===== src/rtl/dnn_pkg.sv =====
`default_nettype none
// ============================================================================
// Module   : dnn_pkg
// Brief    : Shared pixel type and window geometry for the DNN stream blocks.
// Revision : 1.0
// ============================================================================
package dnn_pkg;
    localparam int DATA_W = 16;
    typedef logic signed [DATA_W-1:0] pixel_t;
    localparam int WIN_K  = 3;
    localparam int WIN_N  = WIN_K * WIN_K;
endpackage
`default_nettype wire


===== src/rtl/window_gen_3x3_line_buffer.sv =====
`default_nettype none
// ============================================================================
// Module   : line_buffer
// Brief    : One-row pixel store, shared read/write address, read-old-data.
// Revision : 1.0
// ============================================================================
module line_buffer
    import dnn_pkg::*;
#(
    parameter int DEPTH  = 28,
    parameter int DATA_W = 16,
    localparam int AW    = (DEPTH > 1) ? $clog2(DEPTH) : 1
) (
    input  logic              clk,
    input  logic              we,
    input  logic [AW-1:0]     addr,
    input  logic [DATA_W-1:0] wdata,
    output logic [DATA_W-1:0] rdata
);

    // Contents are never observed before being overwritten, so no reset.
    logic [DATA_W-1:0] r_mem [DEPTH];

    always_ff @(posedge clk) begin
        if (we) begin
            r_mem[addr] <= wdata;
        end
    end

    assign rdata = r_mem[addr];

endmodule
`default_nettype wire


===== src/rtl/window_gen_3x3.sv =====
`default_nettype none
// ============================================================================
// Module   : window_gen_3x3
// Brief    : Streaming 3x3 sliding-window generator feeding max-pooling.
//            Define WINDOW_STRIDE2_EN to emit only stride-2 windows.
// Revision : 1.0
// ============================================================================
module window_gen_3x3 #(
    parameter int DATA_W = dnn_pkg::DATA_W,
    parameter int IMG_W  = 28,
    parameter int IMG_H  = 28
) (
    input  logic                     clk,
    input  logic                     rst_n,
    input  logic                     valid_in,
    input  logic                     frame_start,
    input  logic signed [DATA_W-1:0] pixel_in,
    output logic signed [DATA_W-1:0] data_out0,
    output logic signed [DATA_W-1:0] data_out1,
    output logic signed [DATA_W-1:0] data_out2,
    output logic signed [DATA_W-1:0] data_out3,
    output logic signed [DATA_W-1:0] data_out4,
    output logic signed [DATA_W-1:0] data_out5,
    output logic signed [DATA_W-1:0] data_out6,
    output logic signed [DATA_W-1:0] data_out7,
    output logic signed [DATA_W-1:0] data_out8,
    output logic                     valid_out,
    output logic                     frame_done
);
    import dnn_pkg::*;

    localparam int CW = $clog2(IMG_W);
    localparam int RW = $clog2(IMG_H);
`ifdef WINDOW_STRIDE2_EN
    localparam int LAST_R = ((IMG_H - 1) / 2) * 2;
    localparam int LAST_C = ((IMG_W - 1) / 2) * 2;
`else
    localparam int LAST_R = IMG_H - 1;
    localparam int LAST_C = IMG_W - 1;
`endif

    logic [CW-1:0]     r_col;
    logic [RW-1:0]     r_row;
    logic [CW-1:0]     w_col;
    logic [RW-1:0]     w_row;
    logic              w_emit;
    logic              w_last;
    logic [DATA_W-1:0] w_lb0_q;
    logic [DATA_W-1:0] w_lb1_q;
    logic [DATA_W-1:0] r_win     [WIN_N];
    logic [DATA_W-1:0] w_win_nxt [WIN_N];
    logic [DATA_W-1:0] r_out     [WIN_N];

    // frame_start forces the current pixel to (0,0) whatever the counters say.
    assign w_col = frame_start ? '0 : r_col;
    assign w_row = frame_start ? '0 : r_row;

    always_comb begin
        w_emit = valid_in && (w_row >= RW'(2)) && (w_col >= CW'(2));
`ifdef WINDOW_STRIDE2_EN
        w_emit = w_emit && !w_row[0] && !w_col[0];
`endif
        w_last = (w_row == RW'(LAST_R)) && (w_col == CW'(LAST_C));
    end

    line_buffer #(.DEPTH(IMG_W), .DATA_W(DATA_W)) u_lb0 (
        .clk   (clk),
        .we    (valid_in),
        .addr  (w_col),
        .wdata (pixel_in),
        .rdata (w_lb0_q)
    );

    line_buffer #(.DEPTH(IMG_W), .DATA_W(DATA_W)) u_lb1 (
        .clk   (clk),
        .we    (valid_in),
        .addr  (w_col),
        .wdata (w_lb0_q),
        .rdata (w_lb1_q)
    );

    // Shift window left; right column is {two rows up, one row up, current}.
    always_comb begin
        for (int k = 0; k < WIN_K; k++) begin
            w_win_nxt[k*WIN_K]     = r_win[k*WIN_K + 1];
            w_win_nxt[k*WIN_K + 1] = r_win[k*WIN_K + 2];
        end
        w_win_nxt[2] = w_lb1_q;
        w_win_nxt[5] = w_lb0_q;
        w_win_nxt[8] = pixel_in;
    end

    always_ff @(posedge clk or negedge rst_n) begin
        if (!rst_n) begin
            r_col      <= '0;
            r_row      <= '0;
            valid_out  <= 1'b0;
            frame_done <= 1'b0;
            for (int k = 0; k < WIN_N; k++) begin
                r_win[k] <= '0;
                r_out[k] <= '0;
            end
        end else begin
            valid_out  <= w_emit;
            frame_done <= w_emit && w_last;
            if (valid_in) begin
                r_win <= w_win_nxt;
                if (w_emit) begin
                    r_out <= w_win_nxt;
                end
                if (w_col == CW'(IMG_W - 1)) begin
                    r_col <= '0;
                    r_row <= (w_row == RW'(IMG_H - 1)) ? '0 : w_row + RW'(1);
                end else begin
                    r_col <= w_col + CW'(1);
                    r_row <= w_row;
                end
            end
        end
    end

    assign data_out0 = r_out[0];
    assign data_out1 = r_out[1];
    assign data_out2 = r_out[2];
    assign data_out3 = r_out[3];
    assign data_out4 = r_out[4];
    assign data_out5 = r_out[5];
    assign data_out6 = r_out[6];
    assign data_out7 = r_out[7];
    assign data_out8 = r_out[8];

endmodule
`default_nettype wire


===== config.mk =====
export PLATFORM = sky130hd
export DESIGN_NAME = window_gen_3x3
export DESIGN_NICKNAME = d
export VERILOG_FILES = /design/src/rtl/dnn_pkg.sv /design/src/rtl/window_gen_3x3_line_buffer.sv /design/src/rtl/window_gen_3x3.sv
export SDC_FILE = /design/constraint.sdc
export NUM_CORES = 1
export LEC_CHECK = 0
export BUFFER_PORTS_ARGS = -buffer_cell sky130_fd_sc_hd__buf_2
export CAP_MARGIN = 20
export CORE_UTILIZATION = 61
export CTS_CLUSTER_DIAMETER = 150
export DETAILED_ROUTE_END_ITERATION = 8
export GPL_TIMING_DRIVEN = 0
export PLACE_DENSITY = 0.79
export SYNTH_ARGS = -nofsm -noshare
export SYNTH_HDL_FRONTEND = slang
export SYNTH_SLANG_ARGS = --single-unit

===== constraint.sdc =====
create_clock -name clk -period 4.8 [get_ports clk]
set_input_delay 0.48 -clock clk [delete_from_list [all_inputs] [get_ports clk]]
set_output_delay 0.48 -clock clk [all_outputs]
set_load 0.01 [all_outputs]

### Word-level counts from Yosys, hierarchy flattened

Memories as Yosys holds them, arrays and structs flattened.
Index checks and enable logic that the tools add are counted.

| operators by class | value |
|---|---|
| $add $sub $neg | 2 |
| $lt $le $gt $ge | 2 |
| reductions and logical operators | 5 |
| mux-type cells | 7 |
| equal/unequal tests | 2 |

Operator list:

| operator | number |
|---|---|
| 5-bit 2-to-1 mux | 5 |
| 5-bit by 1-bit adder with 5-bit output, second input constant | 2 |
| 5-bit == test, second input constant | 2 |
| 5-bit by 2-bit >= comparator with 1-bit output, second input constant | 2 |
| 1-bit logical AND | 4 |
| 1-bit 2-to-1 mux | 2 |
| 2-bit AND reduction | 1 |

| storage, ports and cells | value |
|---|---|
| memories | 2 |
| logic and storage cells | 39 |
| register bits after elaboration | 252 |
| bits in writable memories | 896 |

Memory list:

| name | words | width | read ports | clocked after memory_dff | write ports | RTL line | text |
|---|---|---|---|---|---|---|---|
| u_lb0.r_mem | 28 | 16 | 1 | 0 | 1 | window_gen_3x3_line_buffer.sv:22 | `logic [DATA_W-1:0] r_mem [DEPTH];` |
| u_lb1.r_mem | 28 | 16 | 1 | 0 | 1 | window_gen_3x3_line_buffer.sv:22 |  |

### Logic depth before layout (Yosys ltp)

| depth | value |
|---|---|
| depth in word-level cells | 5 |
| gate-level depth with buffers | 9 |
| gate-level depth less buffers | 6 |

### Modules after synthesis

Synthesis repeated with hierarchy kept, for this count alone.

| unflattened totals | value |
|---|---|
| cell total of the unflattened synthesis | 2326 |
| area total of the unflattened synthesis | 44981.9 um2 |

By module, submodules not included:

| module | area an instance (um2) | cells an instance | instances |
|---|---|---|---|
| line_buffer | 17394.2 | 873 | 2 |
| window_gen_3x3 | 10193.5 | 580 | 1 |

### Worst setup path after synthesis

Ideal clock, no wire load.

| timing | value |
|---|---|
| path type | in2reg |
| start | in frame_start |
| end | reg r_row[0] |
| library setup time | 89 ps |
| path slack | 856 ps |
| buffers on the path | 2 |
| stages | 6 |
| arrival | 3855 ps |
| cell sequence | buf_6 buf_6 nand4bb_1 nor3_1 a21boi_0 o22ai_1 |

| between the ends | value |
|---|---|
| cells in the longest elaborated chain, start to end | 4 |
| elaborated cells on any way between the ends | 7 |
| those cells by class | 1 x add/sub; 2 x eq/ne; 4 x mux |

RTL lines:

| item | RTL line | text |
|---|---|---|
| start: declaration | window_gen_3x3.sv:16 | `input logic frame_start,` |
| 5-bit 2-to-1 mux | window_gen_3x3.sv:56 | `assign w_row = frame_start ? '0 : r_row;` |
| 5-bit by 1-bit adder with 5-bit output or 5-bit == test (tied branches) | window_gen_3x3.sv:113 | `r_row <= (w_row == RW'(IMG_H - 1)) ? '0 : w_row + RW'(1);` |
| 5-bit 2-to-1 mux | window_gen_3x3.sv:113 |  |
| 5-bit 2-to-1 mux * | window_gen_3x3.sv:111 | `if (w_col == CW'(IMG_W - 1)) begin` |
| end signal: assignment | window_gen_3x3.sv:113 |  |
| end signal: assignment | window_gen_3x3.sv:116 | `r_row <= w_row;` |
| end: declaration | window_gen_3x3.sv:43 | `logic [RW-1:0] r_row;` |

Every way passes the cells marked *; elsewhere a longest branch is shown, timed or not.
A chain may end at the register's enable or synchronous reset.

### Worst setup path in the final report

| timing | value |
|---|---|
| start | reg r_col[2] |
| end | mem u_lb1.r_mem[0][12], data pin |

| between the ends | value |
|---|---|
| cells in the longest elaborated chain, start to end | 2 |

RTL lines:

| item | RTL line | text |
|---|---|---|
| start: declaration | window_gen_3x3.sv:42 | `logic [CW-1:0] r_col;` |
| start signal: assignment | window_gen_3x3.sv:115 | `r_col <= w_col + CW'(1);` |
| 5-bit 2-to-1 mux | window_gen_3x3.sv:55 | `assign w_col = frame_start ? '0 : r_col;` |
| memory read 28 x 16 bit | -- |  |
| named net u_lb0.rdata[12] | window_gen_3x3_line_buffer.sv:18 | `output logic [DATA_W-1:0] rdata` |
| end: declaration | window_gen_3x3_line_buffer.sv:22 |  |

The timed path passes the listed nets, and every way through them passes these cells.

==> impl.org <==
** STA
- Max-slew headroom at the worst pin :: 19.5%
- Final period util :: 92.6%
- Setup violations remaining at the end of the flow were counted as 0.
- Layout Skew :: 29.8 ps
- The number of hold-slack violations in the final timing report is 0.
- Setup repair after global routing left no endpoint under its margin.
- Fmax :: 225 MHz
- Slew at the pin closest to its max-slew limit :: 1210 ps
- Final slew viol count :: 0
- The worst path needs 4450 ps of the cycle, external delays included.
- After routing, the total negative slack on setup checks comes to 0 ps.

** Yosys
- Number of warnings reported in the yosys synthesis log :: 0
- Portion of the post-synthesis area used by sequential elements :: 74.3%
- Most used flip-flop cell after synthesis :: edfxtp_1
- In this run the cell area of the synthesized design comes to about 45000 µm².
- Post-synth EDFFs :: 896
- Average cell area after synthesis :: 16.0 µm²
- The number of nets handed over by synthesis was around 2800.
- Flop and latch count out of synthesis :: 1148
- In the synthesized netlist, the number of instances is 2795.
- Synthesis instantiated 78 different standard cells from the library.
- Of all flip-flops after synthesis, the portion carrying an async set or reset was 22.0%.

** Floorplanning
- From bottom edge to top edge, the die measures 273 µm.
- Die Outline Area :: 74300 µm²
- Measured along the x axis, the die boundary spans 273 µm.
- Effective utilization at floorplan :: 62.1%
- Area of the core region :: 72000 µm²
- In this run the core area contains 98 standard-cell rows.
- Boundary Pins :: 166

** Worst setup path
- Worst Path Max Fanout :: 28
- The worst setup path is captured at a flip-flop.
- Startpoint kind of the worst setup timing path :: flip-flop
- Data arrival time of the critical path :: ~4700 ps
- For this run, the slowest stage of the critical path takes around 1000 ps.
- Required time at the endpoint of the critical path :: 5010 ps
- The slowest stage of the critical path belongs to the cell nor4_2.
- Critical Path, Cell by Cell :: buf_2 -> nor2b_1 -> nand3b_2 -> clkbuf_1 -> o22ai_1 -> nor4_2 -> inv_1
- The worst setup path is of the reg2reg kind.
- Broken down by cell family, the worst path's largest delay share belongs to buffers and inverters.
- Worst path buffer plus inverter count :: 3

** Layout
- Most common library cell in the layout ignoring fill and taps :: edfxtp_1
- Most frequent cells in the layout :: edfxtp_1, nand2_1, dfrtp_1
- The finished cells cover 51400 µm².
- After filler insertion, the fill cell instance count of the layout stands at 4255.
- Final nets :: between 3000 and 4000
- Cell Count, Final, Fillers Out :: 4147
- Area grow syn2layout :: 15.0%
- Fraction of layout instances using a drive strength above 1 :: 26.2%

** Detailed routing
- The first detailed-routing pass took 8 iterations.
- Total via count after detailed routing :: around 28000
- In the routed layout, each cell is associated on average with a via count of 6.73.
- Starting DRT DRC Count :: 4302
- In the final routed layout, each cell accounts on average for 30.7 µm.
- Post-route ant nets :: 0
- Wires add up to between 100000 and 150000 µm.
- Remaining DRCs :: 0

** Clock tree
- After clock tree synthesis, the clock-pin slew on the worst setup and hold paths is 70 ps.
- Buffers added to address setup during post-CTS repair amount to 0.
- Number of buffers created by CTS :: around 110
- Post-CTS Resized :: 0
- Clock latency on the worst-skew pair, taken at its later pin, is between 600 and 700 ps.
- TritonCTS clock tree :: done
- Clock tree synthesis selected as its root buffer the cell clkbuf_16.
- The H-tree was split into 3 levels.
- The longest clock path from root to sink contains 3 buffers.
- Cts hold-fix bufs :: 1
- CTS Sinks :: 1148

** Placed design
- HPWL reported at the end of detailed placement :: 83200 µm
- After detailed placement, the total cell area comes to 47600 µm².
- Routability-driven placement finished with a final weighted congestion of about 0.96.
- Dpl cells :: 3944
- Buffers placed on the I/O ports in this run total approximately 160.

** Power and ir drop
- Total power density per cell area :: 456 nW/µm²
- Leakage component of the power :: about 19 nW
- Peak ir drop on the vdd network :: about 0.31 mV
- Summing internal, switching and leakage power gives 0.0234 W.

** GRT
- Initial antenna violation count :: 1
- The first global-routing pass estimated 183000 µm of wire.
- Entering global routing, the biggest net connects 137 pins.
- GRT Total Usage :: 34.3%
- After global routing the overflow that remains totals 0.
- The via count of the first global-routing pass was 27557.

** Status
- The flow ran to the end, and the final reports show no timing, DRC or antenna violations.

** Run
- Number of max-capacitance violations reported :: 0

** Hold path
- Hold Crit Class :: in2reg
## area by class of cell
cell class | count | area, µm² | area share, %
Sequential cell | 1148 | 33200 | 64.6
Clock buffer | 139 | 3000 | 5.84
Antenna cell | 1 | 2.50 | 0.00487
Tap cell | 950 | 1190 | 2.31
Multi-Input combinational cell | 1445 | 10600 | 20.6
Inverter | 18 | 67.6 | 0.131
Buffer | 184 | 1000 | 1.95
Clock inverter | 61 | 773 | 1.50
Timing Repair Buffer | 201 | 1540 | 3.00
## routing by layer
metal / global-route usage, % / vias to the layer above / part of all wire (%)
met5: 0 / - / 0.035
met4: 17.2 / 4 / 5.1
met3: 8.31 / 356 / 13
met2: 53.9 / 2160 / 47
met1: 45.2 / 14010 / 35
li1: - / 11370 / -
## cells by family (layout without fill, tap and decap cells)
family,count (synthesis),count (layout),synth area share [%]
fa+ha+maj,1,1,0.0280
other cells,0,1,0
flops,1148,1148,74.3
simple gates,651,651,6.70
mux,316,316,8.78
buf+inv,202,603,2.39
compound gates,477,477,7.75
## power by group
group	switching, W	total (W)	internal, W
sequential	0.000182	0.0115	0.0114
combinational	0.00203	0.00288	0.000843
clock	0.00369	0.00901	0.00533
total	0.00590	0.0234	0.0175
## per-stage QoR
stage                     hold WS, ps  util (%)  setup WS (ps)
final                             292      71.4            355
after global placement            449      64.9          -1900
after floorplan                   184         -            856
after CTS                         271      71.4            375
after detailed placement          451      66.1          -94.5
after global routing              340      71.4            392
## flip-flops by register name, summed over array words and instances, names as in the netlist
signal	flops
r_col	5
data_out6	16
data_out8	16
data_out5	16
data_out2	16
data_out0	16
valid_out	1
data_out1	16
r_win	96
r_row	5
frame_done	1
u_lb1.r_mem	448
u_lb0.r_mem	448
data_out3	16
data_out4	16
data_out7	16
## path summary, 6_finish.rpt
check                            startpoint                 end  slack [ps]  cells after the start
max in group asynchronous             rst_n        data_out8[8]        3070                      3
min in group asynchronous             rst_n          r_win[121]         480                      2
worst max register to register     r_col[2]  u_lb1.r_mem[0][12]         350                      7
worst max-delay path               r_col[2]  u_lb1.r_mem[0][12]         350                      7
worst min-delay path            pixel_in[1]        data_out8[1]         290                      3
worst min register to register   r_win[127]       data_out0[15]         470                      2
## worst register-to-register path, stage by stage, from the launching register on
cell and delay (ps):
dfrtp_1 360, buf_2 180, nor2b_1 310, nand3b_2 340, clkbuf_1 730, o22ai_1 290, nor4_2 1010, inv_1 760
## synth_stat cells (all sizes together) (23+ instances only)
cell type / count / area, µm²
edfxtp: 896 / 26900
nand2: 390 / 1460
dfrtp: 252 / 6310
mux2: 225 / 2540
nor2: 136 / 513
buf: 127 / 785
a21oi: 82 / 410
o22ai: 72 / 450
clkbuf: 57 / 216
mux2i: 53 / 531
o21ai: 53 / 265
a31oi: 41 / 257
a22oi: 40 / 300
a221oi: 38 / 339
mux4: 38 / 856
nor2b: 30 / 188
a211oi: 28 / 240
a222oi: 25 / 250
a2bb2oi: 24 / 210
o221a: 23 / 259
No activity file was read; power rests on OpenSTA's default activity.
